<file path="src/rtl/branch_ctrl_pkg.sv">
// Shared types and constants for the branch resolution controller and its comparator.
package branch_ctrl_pkg;

    typedef enum logic [1:0] {
        IDLE     = 2'd0,
        EVAL     = 2'd1,
        REDIRECT = 2'd2,
        FLUSH    = 2'd3
    } state_t;

    localparam logic [2:0] BEQ  = 3'b000;
    localparam logic [2:0] BNE  = 3'b001;
    localparam logic [2:0] BLT  = 3'b100;
    localparam logic [2:0] BGE  = 3'b101;
    localparam logic [2:0] BLTU = 3'b110;
    localparam logic [2:0] BGEU = 3'b111;

    localparam int unsigned PC_INC = 4;

endpackage

</file>
<file path="src/rtl/branch_cmp.sv">
// Combinational branch condition evaluator. Unsigned compares (bltu/bgeu) are only
// built when BRANCH_UNSIGNED_EN is defined; otherwise those codes report illegal.
module branch_cmp
    import branch_ctrl_pkg::*;
#(
    parameter int XLEN = 32
) (
    input  logic [XLEN-1:0] a,
    input  logic [XLEN-1:0] b,
    input  logic [2:0]      funct3,
    output logic            taken,
    output logic            illegal
);

    always_comb begin
        taken   = 1'b0;
        illegal = 1'b0;
        case (funct3)
            BEQ:  taken = (a == b);
            BNE:  taken = (a != b);
            BLT:  taken = ($signed(a) <  $signed(b));
            BGE:  taken = ($signed(a) >= $signed(b));
`ifdef BRANCH_UNSIGNED_EN
            BLTU: taken = (a <  b);
            BGEU: taken = (a >= b);
`else
            BLTU, BGEU: illegal = 1'b1;
`endif
            default: illegal = 1'b1;
        endcase
    end

endmodule

</file>
<file path="src/rtl/branch_resolve_ctrl.sv">
// Branch resolution sequencer: accept, evaluate, then redirect + flush on a mispredict.
// Optional macro BRANCH_UNSIGNED_EN enables bltu/bgeu in the comparator.
module branch_resolve_ctrl
    import branch_ctrl_pkg::*;
#(
    parameter int XLEN         = 32,
    parameter int FLUSH_CYCLES = 2
) (
    input  logic            clk,
    input  logic            rst,
    input  logic            req_valid,
    output logic            req_ready,
    input  logic [XLEN-1:0] req_pc,
    input  logic [XLEN-1:0] req_imm,
    input  logic [XLEN-1:0] req_rs1,
    input  logic [XLEN-1:0] req_rs2,
    input  logic [2:0]      req_funct3,
    input  logic            req_pred_taken,
    output logic            resp_valid,
    output logic            resp_taken,
    output logic            resp_mispredict,
    output logic            resp_illegal,
    output logic            redirect_valid,
    output logic [XLEN-1:0] redirect_pc,
    output logic            flush,
    output logic [31:0]     br_count,
    output logic [31:0]     mp_count
);

    localparam logic [3:0]      FLUSH_LOAD = 4'(FLUSH_CYCLES - 1);
    localparam logic [XLEN-1:0] PC_STEP    = XLEN'(PC_INC);

    state_t          r_state;
    state_t          w_state_next;
    logic [3:0]      r_flush_cnt;
    logic [3:0]      w_flush_cnt_next;
    logic [XLEN-1:0] r_pc;
    logic [XLEN-1:0] r_imm;
    logic [XLEN-1:0] r_rs1;
    logic [XLEN-1:0] r_rs2;
    logic [2:0]      r_funct3;
    logic            r_pred_taken;
    logic [XLEN-1:0] r_redirect_pc;
    logic [31:0]     r_br_count;
    logic [31:0]     r_mp_count;

    logic            w_taken;
    logic            w_illegal;
    logic            w_mispredict;
    logic            w_accept;
    logic            w_in_eval;
    logic [XLEN-1:0] w_target;

    branch_cmp #(.XLEN(XLEN)) u_cmp (
        .a       (r_rs1),
        .b       (r_rs2),
        .funct3  (r_funct3),
        .taken   (w_taken),
        .illegal (w_illegal)
    );

    assign w_in_eval    = (r_state == EVAL);
    assign w_accept     = (r_state == IDLE) && req_valid;
    assign w_mispredict = (w_taken != r_pred_taken);
    assign w_target     = w_taken ? (r_pc + r_imm) : (r_pc + PC_STEP);

    always_comb begin
        w_state_next     = r_state;
        w_flush_cnt_next = r_flush_cnt;
        case (r_state)
            IDLE:     if (req_valid) w_state_next = EVAL;
            EVAL:     w_state_next = w_mispredict ? REDIRECT : IDLE;
            REDIRECT: begin
                w_state_next     = FLUSH;
                w_flush_cnt_next = FLUSH_LOAD;
            end
            FLUSH: begin
                if (r_flush_cnt == 4'd0) w_state_next = IDLE;
                else                     w_flush_cnt_next = r_flush_cnt - 4'd1;
            end
            default:  w_state_next = IDLE;
        endcase
    end

    always_ff @(posedge clk) begin
        if (rst) begin
            r_state       <= IDLE;
            r_flush_cnt   <= 4'd0;
            r_pc          <= '0;
            r_imm         <= '0;
            r_rs1         <= '0;
            r_rs2         <= '0;
            r_funct3      <= 3'd0;
            r_pred_taken  <= 1'b0;
            r_redirect_pc <= '0;
            r_br_count    <= 32'd0;
            r_mp_count    <= 32'd0;
        end else begin
            r_state     <= w_state_next;
            r_flush_cnt <= w_flush_cnt_next;
            // Operands are captured only on the handshake edge.
            if (w_accept) begin
                r_pc         <= req_pc;
                r_imm        <= req_imm;
                r_rs1        <= req_rs1;
                r_rs2        <= req_rs2;
                r_funct3     <= req_funct3;
                r_pred_taken <= req_pred_taken;
            end
            if (w_in_eval) begin
                r_redirect_pc <= w_target;
                r_br_count    <= r_br_count + 32'd1;
                if (w_mispredict) r_mp_count <= r_mp_count + 32'd1;
            end
        end
    end

    assign req_ready       = (r_state == IDLE);
    assign resp_valid      = w_in_eval;
    assign resp_taken      = w_in_eval & w_taken;
    assign resp_mispredict = w_in_eval & w_mispredict;
    assign resp_illegal    = w_in_eval & w_illegal;
    assign redirect_valid  = (r_state == REDIRECT);
    assign redirect_pc     = r_redirect_pc;
    assign flush           = (r_state == FLUSH);
    assign br_count        = r_br_count;
    assign mp_count        = r_mp_count;

endmodule

</file>
<file path="config.mk">
export PLATFORM = sky130hd
export DESIGN_NAME = branch_resolve_ctrl
export DESIGN_NICKNAME = d
export VERILOG_FILES = /design/src/rtl/branch_ctrl_pkg.sv /design/src/rtl/branch_cmp.sv /design/src/rtl/branch_resolve_ctrl.sv
export SDC_FILE = /design/constraint.sdc
export NUM_CORES = 1
export LEC_CHECK = 0
export BUFFER_PORTS_ARGS = -buffer_cell sky130_fd_sc_hd__buf_2
export CAP_MARGIN = 20
export CORE_MARGIN = 1
export CORE_UTILIZATION = 25
export DETAILED_ROUTE_END_ITERATION = 8
export GPL_TIMING_DRIVEN = 0
export HOLD_SLACK_MARGIN = 0.03
export PLACE_DENSITY = 0.53
export SYNTH_ARGS = -nofsm -noshare
export SYNTH_HDL_FRONTEND = slang
export SYNTH_SLANG_ARGS = --single-unit
</file>
<file path="constraint.sdc">
create_clock -name clk -period 3.27 [get_ports clk]
set_input_delay 0.8175 -clock clk [delete_from_list [all_inputs] [get_ports clk]]
set_output_delay 0.8175 -clock clk [all_outputs]
set_load 0.03 [all_outputs]
</file>
=== Yosys cells after proc, flatten, opt, wreduce, memory -nomap -nowiden ===
Index checks and enable logic that the tools add are counted.

* Register bits: 234
* Logic and storage cells: 51
* Output and inout bits: 103
* Input bits: 135

* Multiplexer cells: 9
* Add/subtract/negate cells: 5
* Reductions and logical operators: 9
* $lt $le $gt $ge: 2
* Eq/ne operators: 12
* Bitwise gates (word level): 3

{| class="wikitable"
|+ Operators with widths
! kind !! number
|-
| adder 32 x 1 -> 32 bit (second input constant) || 2
|-
| adder 32 x 3 -> 32 bit (second input constant) || 1
|-
| adder 32 bit || 1
|-
| == test 32 bit || 1
|-
| greater-or-equal comparator 32 bit || 1
|-
| less-than comparator 32 bit || 1
|-
| 2-to-1 mux 32 bit || 1
|-
| inequality test 32 bit || 1
|-
| one-hot mux 2 bit (4 select lines) || 1
|-
| one-hot mux 4 bit (2 select lines) || 1
|-
| == test 3 bit (second input constant) || 2
|-
| 2-to-1 mux 2 bit || 3
|-
| AND reduction 2 bit || 3
|-
| == test 2 bit (second input constant) || 2
|-
| logical NOT 4 bit || 1
|-
| 2-to-1 mux 4 bit || 1
|-
| inequality test 2 bit (second input constant) || 2
|-
| one-hot mux 1 bit (4 select lines) || 1
|-
| OR reduction 4 bit || 1
|-
| subtractor 4 x 1 -> 4 bit (second input constant) || 1
|-
| AND 1 bit || 3
|-
| == test 3 x 1 -> 1 bit (second input constant) || 1
|-
| logical NOT 3 bit || 1
|-
| == test 2 x 1 -> 1 bit (second input constant) || 1
|-
| 6 further kinds || 6
|}

=== Depth between registers and ports, before layout ===
Gate-level depths: netlist of the first run.

* Word-level depth: 5
* Gate-level depth with buffers: 14
* Depth with buffers taken out: 12

=== Cells and area by module ===
Synthesis of the first run repeated with hierarchy kept, for this count alone.

* Cells, all modules: 1,510
* Area total of the unflattened synthesis: 11,941.5 um^2

{| class="wikitable"
|+ Modules (own cells, without submodules)
! module !! area an instance (um^2) !! instances !! sequential area each (um^2) !! cells each
|-
| branch_resolve_ctrl || 11,054.4 || 1 || 4,684.5 || 1,388
|-
| branch_cmp || 887.1 || 1 || 0.0 || 122
|}

=== Worst setup path after synthesis of the first run ===
No wires, ideal clock.

* Kind: reg-to-output
* From: register r_rs2[11]
* To: output port resp_taken
* Cell stages (with the launch flop): 12
* Path buffers: 1
* Required time: 2.453 ns
* Setup slack: -0.276 ns
* Arrival time: 2.728 ns
* Path through: dfxtp_1 inv_1 ha_1 a21oi_2 o21ai_1 a221o_1 o31a_1 or3_4 nand4b_1 nand3b_1 clkbuf_1 nor2_1

* Word-level cells in the longest chain between the ends: 3

{| class="wikitable"
|+ RTL lines
! element !! RTL line !! text
|-
| start, declared || branch_resolve_ctrl.sv:40 || <nowiki>logic [XLEN-1:0] r_rs2;</nowiki>
|-
| start signal, assigned || branch_resolve_ctrl.sv:106 || <nowiki>r_rs2 <= req_rs2;</nowiki>
|-
| greater-or-equal comparator 32 bit, or another cell as far along || branch_cmp.sv:22 || <nowiki>BGE: taken = ($signed(a) >= $signed(b));</nowiki>
|-
| one-hot mux 1 bit (4 select lines) (*) || branch_cmp.sv:18 || <nowiki>case (funct3)</nowiki>
|-
| AND 1 bit (*) || branch_resolve_ctrl.sv:120 || <nowiki>assign resp_taken = w_in_eval & w_taken;</nowiki>
|-
| end, declared || branch_resolve_ctrl.sv:20 || <nowiki>output logic resp_taken,</nowiki>
|}

Mark *: on every way between the ends. The rest lies on a longest branch, timed or not.

=== Worst setup path after layout of the first run ===
* From: register r_rs2[21]
* To: output port resp_mispredict

* Word-level cells in the longest chain between the ends: 4

{| class="wikitable"
|+ RTL lines
! element !! RTL line !! text
|-
| greater-or-equal comparator 32 bit, or another cell as far along || branch_cmp.sv:22 ||
|-
| one-hot mux 1 bit (4 select lines) (*) || branch_cmp.sv:18 ||
|-
| inequality test 1 bit (*) || branch_resolve_ctrl.sv:64 || <nowiki>assign w_mispredict = (w_taken != r_pred_taken);</nowiki>
|-
| AND 1 bit (*) || branch_resolve_ctrl.sv:121 || <nowiki>assign resp_mispredict = w_in_eval & w_mispredict;</nowiki>
|-
| end, declared || branch_resolve_ctrl.sv:21 || <nowiki>output logic resp_mispredict,</nowiki>
|}

Marked as above.

==> flow_metrics.py, run 1 <==
metrics = {
    "outcome": {
        "status": "finished with violations",
        "violations": "DRC, setup timing",
    },
    "detailed_routing": {
        "routedWlPerCell_um": 16.7,
        "totalWireLength_um": 43100,
        "drc_errors": 2,
        "drtPass1Iterations": 6,
        "vias": 12200,
        "via_per_inst": 4.71,
        "drtAntennaViolNets": 0,
        "drt_iter0_markers": 554,
    },
    "floorplanning": {
        "pin_count": 238,
        "core-area_mm2": 0.0500,
        "dieArea_mm2": 0.0514,
        "rows": 82,
        "die_x_um": 227,
        "die_h_um": 227,
        "start_util": 0.253,
    },
    "global_route": {
        "grt_pass1_vias": 11700,
        "grt_pass1_wl_um": 64800,
        "antenna_found_initial": 1,
        "grt_start_max_net_pins": 16,
        "grt_overflow": 0,
        "grt_usage": 0.163,
    },
    "finish": {
        "multiInputGateArea_mm2": 0.00763,
        "antenna_cells": 0,
        "fin_nets": 2096,
        "utilization": 0.322,
        "drive_gt1_frac": 0.209,
        "area_delta_synth_final_pct": 27.5,
        "fillers": 5404,
        "finalNonFillerCells": 2583,
        "seq_area_mm2": 0.00470,
    },
    "timing": {
        "fin_crit_ps": 4070,
        "timing.fmax_ghz": 0.246,
        "relSlewSlack": 0.309,
        "finClkSkew_ps": 14.7,
        "worst_pin_slew_ps": 1040,
        "finalSetupViolations": 32,
        "hold_viol": 0,
        "rsz0062_at_grt": "true",
        "slew_viol_final": 0,
        "fin_ws_ps": -802,
        "finalCritPeriodShare": 1.25,
        "setup_tns_ps": -3490,
    },
    "clocking": {
        "cts_tree": "done",
        "cts.reportedPaths.clkPinSlew_ps": 60,
        "cts-htree-levels": 1,
        "cts.sinks": 234,
        "clockBufferDepth": 3,
        "cts_buffers": 29,
        "holdBufCountCts": 0,
        "clock_latency_ps": 560,
        "cts-root-buf": "clkbuf_16",
    },
    "run": {
        "max_cap_viol_count": 0,
    },
    "synth": {
        "synth_top_area_cell": "dfxtp_1",
        "ys_seq_area_frac": 0.371,
        "yosys_warnings": 0,
        "synth_area_mm2": 0.0126,
        "yosysMostFrequentCell": "nand2_1",
        "synth_top_area_frac": 0.371,
        "synth_cells": 1616,
        "avgSynthCellArea_um2": 7.82,
        "synth_ff_type": "dfxtp_1",
        "synthTopCellsByCount": "nand2_1, dfxtp_1, a21oi_1, nor2_1, clkbuf_1",
        "synthArstFlopShare": 0,
        "yosys.cell_types.count": 64,
        "ys_seq_elements": 234,
        "synth_edf_count": 0,
        "synth_nets": 1820,
        "synthTopCellsByArea": "dfxtp_1, nand2_1, a21oi_1",
    },
    "worst_setup_path": {
        "worstPathArrival_ps": 3250,
        "cp-start-kind": "flip-flop",
        "crit_path_end_kind": "output pin",
        "worstPathMaxFanout": 2,
        "crit_required_ps": 2450,
        "reg2reg_slack_ps": -110,
        "criticalPathCategory": "flip-flop to output pin",
    },
    "hold_path": {
        "hold_class": "flip-flop to flip-flop",
    },
    "power_and_ir_drop": {
        "vdd_drop_max_uv": 359,
        "p_per_area_mw_per_mm2": 486,
        "p_total_mw": 7.83,
        "p_leak_nw": 6.67,
    },
    "placement": {
        "portBuffers": 236,
        "numPlacedInstances": 2524,
        "hpwl_um": 33300,
        "place_congestion": 0.883,
    },
}
-- per-stage QoR --
step | setup WS (ps) | cell area, um^2 | hold slack [ps]
after floorplan | -10.4 | 12700 | 435
after global placement | -734 | 14700 | 445
after detailed placement | -741 | 14700 | 447
after CTS | -802 | 15900 | 455
after global routing | -938 | 16100 | 472
final | -802 | 16100 | 453
-- timing repair --
action | in CTS | in global routing
setup buffers | 6 | 4
pin swaps | 11 | 11
setup endpoints to repair | 63 | 58
gates cloned | 0 | 1
gates resized for setup | 45 | 33
-- path summary, 6_finish.rpt --
kind,start,endpoint,depth (start not counted)
setup reg to reg,r_rs2[21],mp_count[9],14
hold / removal,r_rs1[0],r_rs1[0],2
hold reg to reg,r_rs1[0],r_rs1[0],2
setup / recovery,r_rs2[21],resp_mispredict,13
-- critical path, stage by stage, from the launching register on --
cell and delay [ps]:
dfxtp_1 330, inv_1 50, ha_1 310, nand3_1 80, or4_4 520, nor2_4 160
nand3_2 120, xor2_1 180, a21oi_1 170, and3b_1 200, buf_6 120, mux2i_4 230
inv_2 70, buf_6 140
-- flip-flops by register name, indices dropped and copies added (netlist names), named ones only --
register and cells:
r_imm 32, r_rs2 32, redirect_pc 32, r_flush_cnt 4
r_pc 32, r_pred_taken 1, r_funct3 3, r_state 1
mp_count 32, r_rs1 32, br_count 32
-- placed cells by master, fill, tap and decap left out, types with 13 or more instances in the layout --
cell and count:
nand4_1 36, mux2_2 31, and3_1 25, xor2_1 37, a21oi_1 184, xnor2_1 45
nor2_1 113, inv_1 53, nand2_1 349, dfxtp_2 16, clkbuf_16 30, buf_2 234
clkbuf_1 78, nand3_1 56, o21ai_0 39, a21o_1 17, nor3_1 32, nor2b_1 35
mux2i_1 41, ha_1 55, dfxtp_1 218, ha_4 13
-- cell type report --
cell class	count	share of cell area
Buffer	88	0.0257
Multi-Input combinational cell	1232	0.473
Clock buffer	42	0.0537
Clock inverter	8	0.00885
Sequential cell	234	0.292
Timing Repair Buffer	246	0.0798
Tap cell	672	0.0522
Inverter	61	0.0144
-- logic make-up after synthesis --
group                    Yosys count  synth area share
AO/OA/AOI/OAI                    304             0.140
multiplexers                      84            0.0704
adder cells (fa/ha/maj)           69            0.0689
XOR/XNOR                          82            0.0568
flip-flops                       234             0.371
AND/OR/NAND/NOR                  693             0.245
buffers and inverters            150            0.0477
-- metal layers --
metal	up-vias	global-route usage	part of all wire
li1	6097	-	-
met1	5764	0.219	0.47
met2	246	0.260	0.45
met3	63	0.0305	0.054
met4	2	0.0514	0.031
met5	-	0	0.00026
-- power by group --
| part | internal (mW) | switching [mW] | leakage, nW |
|---|---|---|---|
| logic | 0.508 | 0.790 | 4.26 |
| clock network | 2.12 | 1.29 | 0.495 |
| registers | 2.99 | 0.123 | 1.91 |
No activity file was read; power rests on OpenSTA's default activity.
==> run 2, diff against run 1 <==
--- a/config.mk
+++ b/config.mk
@@ -12,7 +12,7 @@
 export DETAILED_ROUTE_END_ITERATION = 8
 export GPL_TIMING_DRIVEN = 0
 export HOLD_SLACK_MARGIN = 0.03
-export PLACE_DENSITY = 0.53
+export PLACE_DENSITY = 0.51
 export SYNTH_ARGS = -nofsm -noshare
 export SYNTH_HDL_FRONTEND = slang
 export SYNTH_SLANG_ARGS = --single-unit
==> constraint.sdc (replaced) <==
create_clock -name clk -period 4.6 [get_ports clk]
set_input_delay 1.15 -clock clk [delete_from_list [all_inputs] [get_ports clk]]
set_output_delay 1.15 -clock clk [all_outputs]
set_load 0.03 [all_outputs]
==> flow_metrics.py, run 2 (same netlist as run 1, synthesis figures left out) <==
metrics = {
    "placement": {
        "hpwl_um": 33200,
        "dpl_cell_area_mm2": 0.0147,
        "numPlacedInstances": 2524,
        "place_congestion": 0.869,
        "portBuffers": 236,
        "pre_cts_slack_ps": 99.6,
    },
    "floorplanning": {
        "rows": 82,
        "die_x_um": 227,
        "dieArea_mm2": 0.0514,
        "start_util": 0.253,
        "core-area_mm2": 0.0500,
        "die_h_um": 227,
        "pin_count": 238,
    },
    "power_and_ir_drop": {
        "p_leak_nw": 6.62,
        "p_total_mw": 5.50,
        "vdd_drop_max_uv": 228,
        "p_per_area_mw_per_mm2": 347,
    },
    "timing": {
        "finClkSkew_ps": 17.8,
        "rsz0062_at_grt": "false",
        "finalSetupViolations": 0,
        "relSlewSlack": 0.363,
        "timing.fmax_ghz": 0.225,
        "fin_ws_ps": 163,
        "holdWs_ps": 453,
        "worst_pin_slew_ps": 955,
        "finalCritPeriodShare": 0.965,
        "hold_viol": 0,
        "setup_tns_ps": 0,
        "slew_viol_final": 0,
        "fin_crit_ps": 4440,
    },
    "global_route": {
        "grt_overflow": 0,
        "antenna_found_initial": 5,
        "grt_pass1_vias": 11500,
        "grt_start_max_net_pins": 14,
        "grt_usage": 0.163,
        "grt_pass1_wl_um": 64600,
    },
    "detailed_routing": {
        "routedWlPerCell_um": 16.5,
        "drt_iter0_markers": 589,
        "totalWireLength_um": 42700,
        "drc_errors": 1,
        "drtAntennaViolNets": 0,
        "via_per_inst": 4.68,
        "drtPass1Iterations": 7,
        "vias": 12100,
    },
    "clocking": {
        "clockBufferDepth": 3,
        "cts-htree-levels": 1,
        "cts-root-buf": "clkbuf_16",
        "cts.reportedPaths.clkPinSlew_ps": 60,
        "cts_buffers": 29,
        "clock_latency_ps": 570,
        "holdBufCountCts": 0,
        "cts_tree": "done",
        "cts.sinks": 234,
    },
    "worst_setup_path": {
        "path_buf_inv": 5,
        "crit_path_end_kind": "output pin",
        "cp-start-kind": "flip-flop",
        "crit_required_ps": 3450,
        "criticalPathCategory": "flip-flop to output pin",
        "cpMaxStageDelayCell": "or3_4",
        "crit_family": "simple AND/OR/NAND/NOR gates",
        "crit_chain": "inv_1, ha_1, nand4_1, inv_1, a221o_1, o31a_1, or3_4, nand4b_1, and3b_1, buf_6, mux2i_4, inv_2, buf_6",
        "cp_slowest_stage_delay_ps": 380,
        "worstPathArrival_ps": 3290,
        "worstPathMaxFanout": 3,
    },
    "finish": {
        "layout_common_cells": "nand2_1, buf_2, dfxtp_1",
        "mostFrequentLayoutCell": "nand2_1",
        "finalNonFillerCells": 2582,
        "drive_gt1_frac": 0.189,
        "utilization": 0.317,
        "fin_nets": 2091,
        "fin_area_mm2": 0.0158,
        "area_delta_synth_final_pct": 25.3,
    },
    "outcome": {
        "violations": "DRC",
        "status": "finished with violations",
    },
    "hold_path": {
        "hold_class": "flip-flop to flip-flop",
    },
    "run": {
        "max_cap_viol_count": 0,
    },
}
==> run 2: worst register-to-register path: stages (launching register included) <==
cell and delay, ps:
dfxtp_1 330, inv_1 50, ha_1 260, nand4_1 170, inv_1 60, a221o_1 320
o31a_1 270, or3_4 380, nand4b_1 110, and3b_1 190, buf_6 120, buf_4 190
buf_6 220, buf_6 200, o21ai_0 160, a32o_1 280
==> run 2: metal layers <==
| layer | up-vias | share of wire | global-route usage |
|---|---|---|---|
| met4 | 0 | 0.026 | 0.0512 |
| met3 | 63 | 0.053 | 0.0289 |
| met1 | 5686 | 0.47 | 0.217 |
| met5 | - | 0 | 0 |
| met2 | 253 | 0.45 | 0.265 |
| li1 | 6087 | - | - |
==> run 2: power by group <==
part           total (mW)  internal, mW  switching (mW)
Sequential           2.21          2.13          0.0856
Combinational       0.868         0.328           0.541
Clock                2.42          1.48           0.938
Total                5.50          3.93            1.56
==> run 2: timing repair <==
action,CTS,global route
setup endpoints to repair,2,2
gates cloned,0,0
resized for setup,10,15
setup buffers,4,0
pin swaps,1,6
==> run 2: final cells by class <==
class | instances | area, um^2
fill | 5414 | 34100
multi-input combinational | 1232 | 7470
sequential | 234 | 4690
timing repair buffer | 240 | 1220
tap | 672 | 841
clock buffer | 35 | 778
buffer | 89 | 378
inverter | 61 | 229
clock inverter | 18 | 228
antenna | 1 | 2.50
==> run 2: worst paths after layout <==
check | end | slack, ps | startpoint | cells past startpoint
worst max register to register | redirect_pc[18] | 1190 | r_rs2[12] | 15
worst max-delay path | resp_mispredict | 160 | r_rs2[12] | 13
worst min register to register | r_rs2[11] | 450 | r_rs2[11] | 2
worst min-delay path | r_rs2[11] | 450 | r_rs2[11] | 2
